<file path="src/rtl/arm7tdmi_dcache_write_buffer.sv">
// Posted write buffer between the data cache and the external memory bus.
// Cache writes are queued in a DEPTH-entry FIFO and retired to the bus in order.
// A write to the same word as the youngest queued entry is merged into it.
// Reads wait until the FIFO has fully drained, so memory order is never changed.
module arm7tdmi_dcache_write_buffer #(
  parameter int unsigned DEPTH      = 4,
  parameter int unsigned ADDR_WIDTH = 32
) (
  input  logic                    clk,
  input  logic                    rst_n,
  // Cache side
  input  logic [ADDR_WIDTH-1:0]   c_addr,
  input  logic                    c_req,
  input  logic                    c_write,
  input  logic [31:0]             c_wdata,
  input  logic [3:0]              c_byte_en,
  output logic [31:0]             c_rdata,
  output logic                    c_ready,
  // Bus side
  output logic [ADDR_WIDTH-1:0]   b_addr,
  output logic                    b_req,
  output logic                    b_write,
  output logic [31:0]             b_wdata,
  output logic [3:0]              b_byte_en,
  input  logic [31:0]             b_rdata,
  input  logic                    b_ready,
  // Status
  output logic [$clog2(DEPTH):0]  wb_count,
  output logic                    wb_empty,
  output logic [31:0]             wb_merges
);

  localparam int unsigned PtrW  = $clog2(DEPTH);
  localparam int unsigned CntW  = PtrW + 1;
  localparam int unsigned WordW = ADDR_WIDTH - 2;

  typedef enum logic [2:0] {
    StIdle,
    StWrAck,
    StRdWait,
    StRdReq,
    StRdData,
    StResp
  } state_e;

  state_e state_q, state_d;

  // FIFO storage; entries hold word addresses, byte offset is always zero
  logic [WordW-1:0] addr_mem [DEPTH];
  logic [31:0]      data_mem [DEPTH];
  logic [3:0]       be_mem   [DEPTH];

  logic [PtrW-1:0] wr_ptr_q, rd_ptr_q, tail_ptr;
  logic [CntW-1:0] count_q, count_d;
  logic [31:0]     rdata_q;
  logic [31:0]     merges_q;

  logic [WordW-1:0] c_word;
  logic             wr_req;
  logic             can_merge;
  logic             merge;
  logic             push;
  logic             pop;
  logic             fifo_empty;
  logic             fifo_full;

  // Byte offset of the cache address is not needed: all transfers are word aligned
  logic unused_c_addr_lsbs;
  assign unused_c_addr_lsbs = ^c_addr[1:0];

  assign c_word     = c_addr[ADDR_WIDTH-1:2];
  assign tail_ptr   = wr_ptr_q - PtrW'(1);
  assign fifo_empty = (count_q == '0);
  assign fifo_full  = (count_q == CntW'(DEPTH));

  // Merge only into the tail, and only when the tail is not the head being driven
  assign wr_req    = (state_q == StIdle) && c_req && c_write;
  assign can_merge = (count_q >= CntW'(2)) && (addr_mem[tail_ptr] == c_word);
  assign merge     = wr_req && can_merge;
  assign push      = wr_req && !can_merge && !fifo_full;
  assign pop       = !fifo_empty && b_ready;

  // Occupancy next state; simultaneous push and pop leave it unchanged
  always_comb begin
    count_d = count_q;
    unique case ({push, pop})
      2'b10:   count_d = count_q + CntW'(1);
      2'b01:   count_d = count_q - CntW'(1);
      default: count_d = count_q;
    endcase
  end

  // Control FSM next-state logic
  always_comb begin
    state_d = state_q;
    unique case (state_q)
      StIdle: begin
        if (c_req) begin
          if (c_write) begin
            if (merge || push) begin
              state_d = StWrAck;
            end
          end else if (fifo_empty) begin
            state_d = StRdReq;
          end else begin
            state_d = StRdWait;
          end
        end
      end
      StWrAck:  state_d = StIdle;
      StRdWait: begin
        if (fifo_empty) begin
          state_d = StRdReq;
        end
      end
      StRdReq: begin
        if (b_ready) begin
          state_d = StRdData;
        end
      end
      StRdData: state_d = StResp;
      StResp:   state_d = StIdle;
      default:  state_d = StIdle;
    endcase
  end

  // Control state, pointers, occupancy, read data and merge counter
  always_ff @(posedge clk or negedge rst_n) begin
    if (!rst_n) begin
      state_q  <= StIdle;
      wr_ptr_q <= '0;
      rd_ptr_q <= '0;
      count_q  <= '0;
      rdata_q  <= '0;
      merges_q <= '0;
    end else begin
      state_q <= state_d;
      count_q <= count_d;
      if (push) begin
        wr_ptr_q <= wr_ptr_q + PtrW'(1);
      end
      if (pop) begin
        rd_ptr_q <= rd_ptr_q + PtrW'(1);
      end
      if (state_q == StRdData) begin
        rdata_q <= b_rdata;
      end
      if (merge && (merges_q != '1)) begin
        merges_q <= merges_q + 32'd1;
      end
    end
  end

  // Entry storage: push writes a fresh entry, merge overlays enabled bytes on the tail
  always_ff @(posedge clk) begin
    if (push) begin
      addr_mem[wr_ptr_q] <= c_word;
      data_mem[wr_ptr_q] <= c_wdata;
      be_mem[wr_ptr_q]   <= c_byte_en;
    end else if (merge) begin
      for (int i = 0; i < 4; i++) begin
        if (c_byte_en[i]) begin
          data_mem[tail_ptr][8*i +: 8] <= c_wdata[8*i +: 8];
        end
      end
      be_mem[tail_ptr] <= be_mem[tail_ptr] | c_byte_en;
    end
  end

  // Bus mux: the drain engine owns the bus whenever entries are queued,
  // otherwise the read path drives it from RD_REQ
  always_comb begin
    b_req     = 1'b0;
    b_write   = 1'b0;
    b_addr    = '0;
    b_wdata   = '0;
    b_byte_en = '0;
    if (!fifo_empty) begin
      b_req     = 1'b1;
      b_write   = 1'b1;
      b_addr    = {addr_mem[rd_ptr_q], 2'b00};
      b_wdata   = data_mem[rd_ptr_q];
      b_byte_en = be_mem[rd_ptr_q];
    end else if (state_q == StRdReq) begin
      b_req     = 1'b1;
      b_addr    = {c_word, 2'b00};
      b_byte_en = 4'hF;
    end
  end

  // Cache-side response and status outputs
  always_comb begin
    c_ready   = (state_q == StWrAck) || (state_q == StResp);
    c_rdata   = rdata_q;
    wb_count  = count_q;
    wb_empty  = fifo_empty;
    wb_merges = merges_q;
  end

  // Read states are only reachable with an empty FIFO and nothing is pushed meanwhile
  a_read_owns_bus: assert property (@(posedge clk) disable iff (!rst_n)
    (state_q inside {StRdReq, StRdData, StResp}) |-> (count_q == '0));

endmodule

</file>
<file path="config.mk">
export PLATFORM = sky130hd
export DESIGN_NAME = arm7tdmi_dcache_write_buffer
export DESIGN_NICKNAME = d
export VERILOG_FILES = /design/src/rtl/arm7tdmi_dcache_write_buffer.sv
export SDC_FILE = /design/constraint.sdc
export NUM_CORES = 1
export LEC_CHECK = 0
export CAP_MARGIN = 20
export CORE_ASPECT_RATIO = 2
export CORE_MARGIN = 5
export CORE_UTILIZATION = 30
export DETAILED_ROUTE_END_ITERATION = 12
export GPL_ROUTABILITY_DRIVEN = 0
export GPL_TIMING_DRIVEN = 1
export PLACE_DENSITY = 0.54
export SLEW_MARGIN = 10
export SYNTH_ARGS = -nofsm -noshare
export SYNTH_HDL_FRONTEND = slang
export SYNTH_SLANG_ARGS = --single-unit
</file>
<file path="constraint.sdc">
create_clock -name clk -period 5.1 [get_ports clk]
set_input_delay 0.51 -clock clk [delete_from_list [all_inputs] [get_ports clk]]
set_output_delay 0.51 -clock clk [all_outputs]
set_load 0.005 [all_outputs]
</file>
# [After elaboration in Yosys (flattened, before gate mapping)]
# Memory sizes are Yosys's and may differ from the RTL's.
# Cells that the tools add are included.
[totals] ff_bits=74 ram_bits=264 inputBits=105 out_inout_bits=139 wordCells=93 n_memories=3
[memory_table] name="data_mem" depth=4 width=32 read_ports=1 rd_clocked_by_memory_dff=0 wr=1 line="50" rtl="logic [31:0] data_mem [DEPTH];"
[memory_table] name="addr_mem" depth=4 width=30 read_ports=2 rd_clocked_by_memory_dff=0 wr=1 line="49" rtl="logic [WordW-1:0] addr_mem [DEPTH];"
[memory_table] name="be_mem" depth=4 width=4 read_ports=2 rd_clocked_by_memory_dff=0 wr=1 line="51" rtl="logic [3:0] be_mem [DEPTH];"
[op_classes] add_sub_neg=6 magnitude_cmp=1 n_eq_ne=14 mux=43 n_bitwise=1 n_reduce_logical=19
[op_table] cell="32-bit 2-to-1 mux" count=4
[op_table] cell="32-bit by 1-bit adder with 32-bit output, second input constant" count=1
[op_table] cell="32-bit inequality test, second input constant" count=1
[op_table] cell="32-bit OR reduction" count=1
[op_table] cell="30-bit equality test" count=1
[op_table] cell="1-bit 2-to-1 mux" count=26
[op_table] cell="4-bit 2-to-1 mux" count=4
[op_table] cell="3-bit 2-to-1 mux" count=5
[op_table] cell="3-bit case mux with 4 select lines" count=1
[op_table] cell="3-bit equality test, second input constant" count=3
[op_table] cell="1-bit logical AND" count=8
[op_table] cell="3-bit by 2-bit equality test with 1-bit output, second input constant" count=2
[op_table] cell="3-bit logical NOT" count=2
[op_table] cell="2-bit inequality test, second input constant" count=3
[op_table] cell="3-bit case mux with 2 select lines" count=1
[op_table] cell="2-bit by 1-bit adder with 2-bit output, second input constant" count=2
[op_table] cell="2-bit 2-to-1 mux" count=2
[op_table] cell="4-bit OR" count=1
[op_table] cell="4-bit AND reduction" count=1
[op_table] cell="4-bit OR reduction" count=1
[op_table] cell="3-bit by 1-bit adder with 3-bit output, second input constant" count=1
[op_table] cell="3-bit by 1-bit equality test with 1-bit output, second input constant" count=1
[op_table] cell="3-bit by 2-bit greater-or-equal comparator with 1-bit output, second input constant" count=1
[op_table] cell="1-bit logical NOT" count=3
[op_table] cell="7 further kinds" count=8

# [Longest topological paths before layout]
# An unclocked memory read counts as a cell.
[depth] word_depth=12 depth_mapped=22 depth_no_buf=14

# [Worst setup path after synthesis]
# No wires, ideal clock.
[synth_path] path_kind="reg-to-reg" start="register wr_ptr_q[0]" end="memory data_mem[2][0] (enable)" setup_time_ps=398 t_arrival_ps=4805 t_required_ps=4702 setup_slack_ps=-103 path_stages_with_launch=19 path_buffers=10 period_less_slack_ps=5203 path_cell_list="dfrtp_1 -> buf_6 -> buf_2 -> inv_1 -> clkbuf_1 -> clkbuf_1 -> ha_1 -> buf_4 -> buf_6 -> buf_6 -> clkbuf_1 -> mux4_2 -> xnor2_1 -> nand4_1 -> nor4_2 -> nand3_2 -> buf_2 -> clkbuf_1 -> o41ai_1"
[synth_between] elab_chain_cells=11 word_cells_on_any_way=25 classes_between="add/sub: 1; eq/ne: 1; mux: 16; reduce/logical: 6; memory: 1"
[synth_lines] item="from (decl)" line="53" rtl="logic [PtrW-1:0] wr_ptr_q, rd_ptr_q, tail_ptr;"
[synth_lines] item="from (signal assigned)" line="140" rtl="wr_ptr_q <= wr_ptr_q + PtrW'(1);"
[synth_lines] item="2-bit by 1-bit subtractor with 2-bit output (*)" line="72" rtl="assign tail_ptr = wr_ptr_q - PtrW'(1);"
[synth_lines] item="net tail_ptr[0]" line="53"
[synth_lines] item="memory read 4 x 30 bit"
[synth_lines] item="30-bit equality test" line="78" rtl="assign can_merge = (count_q >= CntW'(2)) && (addr_mem[tail_ptr] == c_word);"
[synth_lines] item="1-bit logical AND" line="78"
[synth_lines] item="1-bit logical NOT" line="80" rtl="assign push = wr_req && !can_merge && !fifo_full;"
[synth_lines] item="1-bit logical AND (2 in a row)" line="80"
[synth_lines] item="1-bit 2-to-1 mux" line="156" rtl="if (push) begin"
[synth_lines] item="1-bit 2-to-1 mux (implied by the code)" line="163" rtl="data_mem[tail_ptr][8*i +: 8] <= c_wdata[8*i +: 8];"
[synth_lines] item="32-bit OR reduction (no line)"
[synth_lines] item="2-bit 2-to-1 mux (no line) / 4-bit 2-to-1 mux (equally long branches)"
[synth_lines] item="to (decl)" line="50"
# The timed path passes the listed nets; every way through them passes the cells marked *.

# [Worst setup path after layout]
[layout_path] start="register wr_ptr_q[1]" end="memory data_mem[0][2] (enable)"
[layout_between] elab_chain_cells=11 word_cells_on_any_way=25 classes_between="add/sub: 1; eq/ne: 1; mux: 16; reduce/logical: 6; memory: 1"
[layout_lines] item="2-bit by 1-bit subtractor with 2-bit output" line="72"
[layout_lines] item="memory read 4 x 30 bit"
[layout_lines] item="30-bit equality test" line="78"
[layout_lines] item="1-bit logical AND" line="78"
[layout_lines] item="1-bit logical NOT" line="80"
[layout_lines] item="1-bit logical AND (2 in a row)" line="80"
[layout_lines] item="1-bit 2-to-1 mux" line="156"
[layout_lines] item="1-bit 2-to-1 mux (implied by the code)" line="163"
[layout_lines] item="32-bit OR reduction (no line)"
[layout_lines] item="2-bit 2-to-1 mux (no line) / 4-bit 2-to-1 mux (equally long branches)"
# Parallel ways exist; a longest one is shown, timed or not.

==> results.yml <==
run_status:
  outcome: "completed"
floorplan:
  core-area_um2: 50700
  die_y_um: 329
  num_io_pins: 244
  initial_core_util: 0.302
  dieArea_um2: 55800
  fp.dieW_um: 170
  num_rows: 117
sta:
  skew_ns: 0.0243
  final-setup-viol-count: 0
  period_needed_ns: 4.68
  slew_viol_final: 0
  fin_crit_sh: 0.917
  tightest_slew_ns: 0.910
  slew-limit-headroom: 0.389
  hold_viol: 0
  rsz0062_at_grt: "false"
  fmax_mhz: 214
place:
  dpl.hpwl_um: 31400
  io_buffers: 239
  dp.cells: 1799
worst_setup_path:
  cp_slowest_cell: "o21ai_1"
  path_cells: "inv_1 > ha_4 > buf_4 > mux2i_1 > o22ai_1 > or4_1 > o2bb2ai_1 > nor4_2 > nand3_2 > buf_4 > o21ai_1"
  slowest_delay_ns: 0.71
  cp-end-kind: "register"
  reg2reg_from: "wr_ptr_q[1]"
  start_kind: "register"
  setup.worst_path.class: "reg -> reg"
  crit_buf_inv: 3
  crit_top_cell: "buf_4"
  reg2reg_slack_ns: 0.42
  crit_fanout: 16
  r2r_cells: 11
  worstPathRequired_ns: 5.22
  timing.rr.end: "data_mem[0][2]"
  critPathTopFamily: "simple AND/OR/NAND/NOR gates"
  arrival_ns: 4.80
power:
  p_total_mw: 10.4
  p_per_area_nw_per_um2: 530
  leakage_nw: 6.99
  p_sw_mw: 3.38
  p_seq_frac: 0.347
  power_frac_clock: 0.223
  p_int_mw: 7.05
  swShare: 0.324
  comb_power_share: 0.429
  ir_worst_vdd_uv: 330
cts:
  cts_sinks: 338
  cts_hold_repair.buffers: 1
  cts_inserted_buffers: 35
  htreeDepth: 2
  cts.path.max_buffers: 3
  clockRootBuffer: "clkbuf_16"
  post_cts_buffers: 0
  clkTransAtPathRegs_ns: 0.06
  cts_tree: "built"
  cts_resized: 0
  clk_latency_ns: 0.52
synth:
  synth_compound_area_frac: 0.0483
  synthMuxAreaShare: 0.179
  yosys_warnings: 0
  synth-simple-area-share: 0.0713
  synthArstFlopShare: 0.219
  synth-xor-area-share: 0.0321
  synthAdderAreaFrac: 0.00622
  ys.flop_type: "edfxtp_1"
  synth-seq-cells: 338
  synth_edf_count: 264
  synth_area_um2: 15300
  synthCells: 923
  synth_top_family_by_area: "multiplexers"
  seq_area_frac_synth: 0.640
  synthDistinctLibCells: 69
  post_synth.cell_area_avg_um2: 16.6
worst_hold_path:
  min_path_type: "reg -> reg"
  min_path_cells: 1
  hold_path.startpoint: "wb_merges[22]"
  worstHoldEndpoint: "wb_merges[22]"
detailed_routing:
  drt_iter0_drc: 439
  routed_via_density: 5.03
  antenna_left: 0
  dr_total_vias: 9390
  wl_um: 43500
  dr.pass1.iters: 5
  routedWlPerCell_um: 23.3
  drc_errors: 0
cells_and_area:
  syn_to_final_growth_pct: 28.8
  fin_cells: 1865
  nNetsFinal: 1296
  drive_above_1_share: 0.198
  n_fill_cell: 4869
global_routing:
  grtUsageTotal: 0.155
  grt_max_degree: 70
  grt_pass1_vias: 10200
  grt-ovfl-total: 0
  antenna_found_initial: 3
  grt_first_pass_wirelength_um: 64900
run:
  maxCapViolCount: 0
-- synth_stat cells (all sizes together) (6+ instances only) --
library cell / number / area (µm²)
xnor2: 27 / 236
nor2: 25 / 93.8
dfrtp: 74 / 1850
nand3: 22 / 115
nand4: 10 / 62.6
and3: 6 / 37.5
mux4: 90 / 2030
nor3: 20 / 100
buf: 16 / 106
nand2: 23 / 86.3
xor2: 29 / 254
clkbuf: 40 / 150
mux2i: 30 / 300
ha: 6 / 75.1
nor4: 11 / 75.1
and2: 35 / 219
o41ai: 8 / 70.1
mux2: 36 / 409
or4: 6 / 48.8
nor2b: 7 / 43.8
a22o: 31 / 272
o21ai: 19 / 106
inv: 25 / 93.8
edfxtp: 264 / 7930
-- logic make-up (layout without fill, tap and decap cells) --
| family | Yosys count | count (layout) |
|---|---|---|
| buffers and inverters | 81 | 366 |
| xor gates and xnor gates | 56 | 56 |
| other | 1 | 4 |
| adders and majority gates | 7 | 7 |
| and+or+nand+nor | 189 | 189 |
| DFF | 338 | 338 |
| AOI/OAI and AO/OA | 95 | 95 |
| muxes | 156 | 156 |
-- power groups by stage --
| stage | clock network [mW] | logic (mW) | registers (mW) |
|---|---|---|---|
| after floorplan | 0 | 2.57 | 3.48 |
| after global placement | 0 | 4.57 | 3.68 |
| after detailed placement | 0 | 4.59 | 3.69 |
| after CTS | 2.43 | 4.62 | 3.64 |
| after global routing | 2.54 | 4.81 | 3.68 |
| final | 2.33 | 4.48 | 3.62 |
-- metal layers --
metal,track usage,share of wire,wire length [µm]
met1,0.157,0.34,14800
met5,0,0.00016,7
met2,0.293,0.55,24100
met4,0.0697,0.047,2050
met3,0.0379,0.060,2630
-- state kept, by name (all words and copies together), names as in the netlist --
register	cells
addr_mem	120
wr_ptr_q	2
be_mem	16
data_mem	128
wb_count	3
state_q	3
rd_ptr_q	2
wb_merges	32
c_rdata	32
-- cell usage in the layout, fill, tap and decap left out, types with 5 or more instances in the layout --
cell,count
edfxtp_1,264
clkdlybuf4s50_1,238
mux4_2,89
dfrtp_1,71
buf_4,37
and2_1,35
clkbuf_16,35
mux2_2,34
a22o_1,31
mux2i_1,30
xor2_1,29
xnor2_1,27
inv_1,25
nor2_1,24
nand2_1,23
nand3_1,21
nor3_1,20
nor4_1,10
nand4_1,10
o21ai_1,10
o21ai_0,8
o41ai_2,8
clkinv_2,8
nor2b_1,7
clkbuf_1,7
and3_1,6
clkinv_1,6
or4_1,5
and4_1,5
ha_1,5
-- cell type report --
cell class                      instances  area (µm²)  area share
Antenna cell                            2        5.00    0.000254
Timing Repair Buffer                  279        2720       0.138
Tap cell                              654         818      0.0416
Clock inverter                         19         104     0.00527
Sequential cell                       338        9790       0.497
Inverter                               25        93.8     0.00477
Clock buffer                           43         916      0.0465
Multi-Input combinational cell        505        5250       0.267
-- worst max-delay path by stage --
stage	startpoint	to	slack, ns	depth (start not counted)
3_3_place_gp	wr_ptr_q[1]	data_mem[0][6]	0.48	11
4_1_cts	wr_ptr_q[1]	data_mem[0][2]	0.38	11
6_report	wr_ptr_q[1]	data_mem[0][2]	0.42	11
5_1_grt	wr_ptr_q[1]	data_mem[0][2]	0.16	11
2_1_floorplan	wr_ptr_q[0]	data_mem[2][0]	-0.10	18
3_5_place_dp	wr_ptr_q[1]	data_mem[1][12]	0.44	11
-- stage by stage --
stage | TNS, ns | utilization | setup slack [ns] | hold WS, ns | area [µm²]
after CTS | 0 | 0.388 | 0.384 | 0.499 | 19700
after floorplan | -3.28 | - | -0.103 | 0.214 | 15300
after detailed placement | 0 | 0.368 | 0.439 | 0.483 | 18600
after global placement | 0 | 0.368 | 0.482 | 0.480 | 18600
final | 0 | 0.389 | 0.422 | 0.496 | 19700
after global routing | 0 | 0.389 | 0.159 | 0.521 | 19700
(Power assumes the default switching activity.)
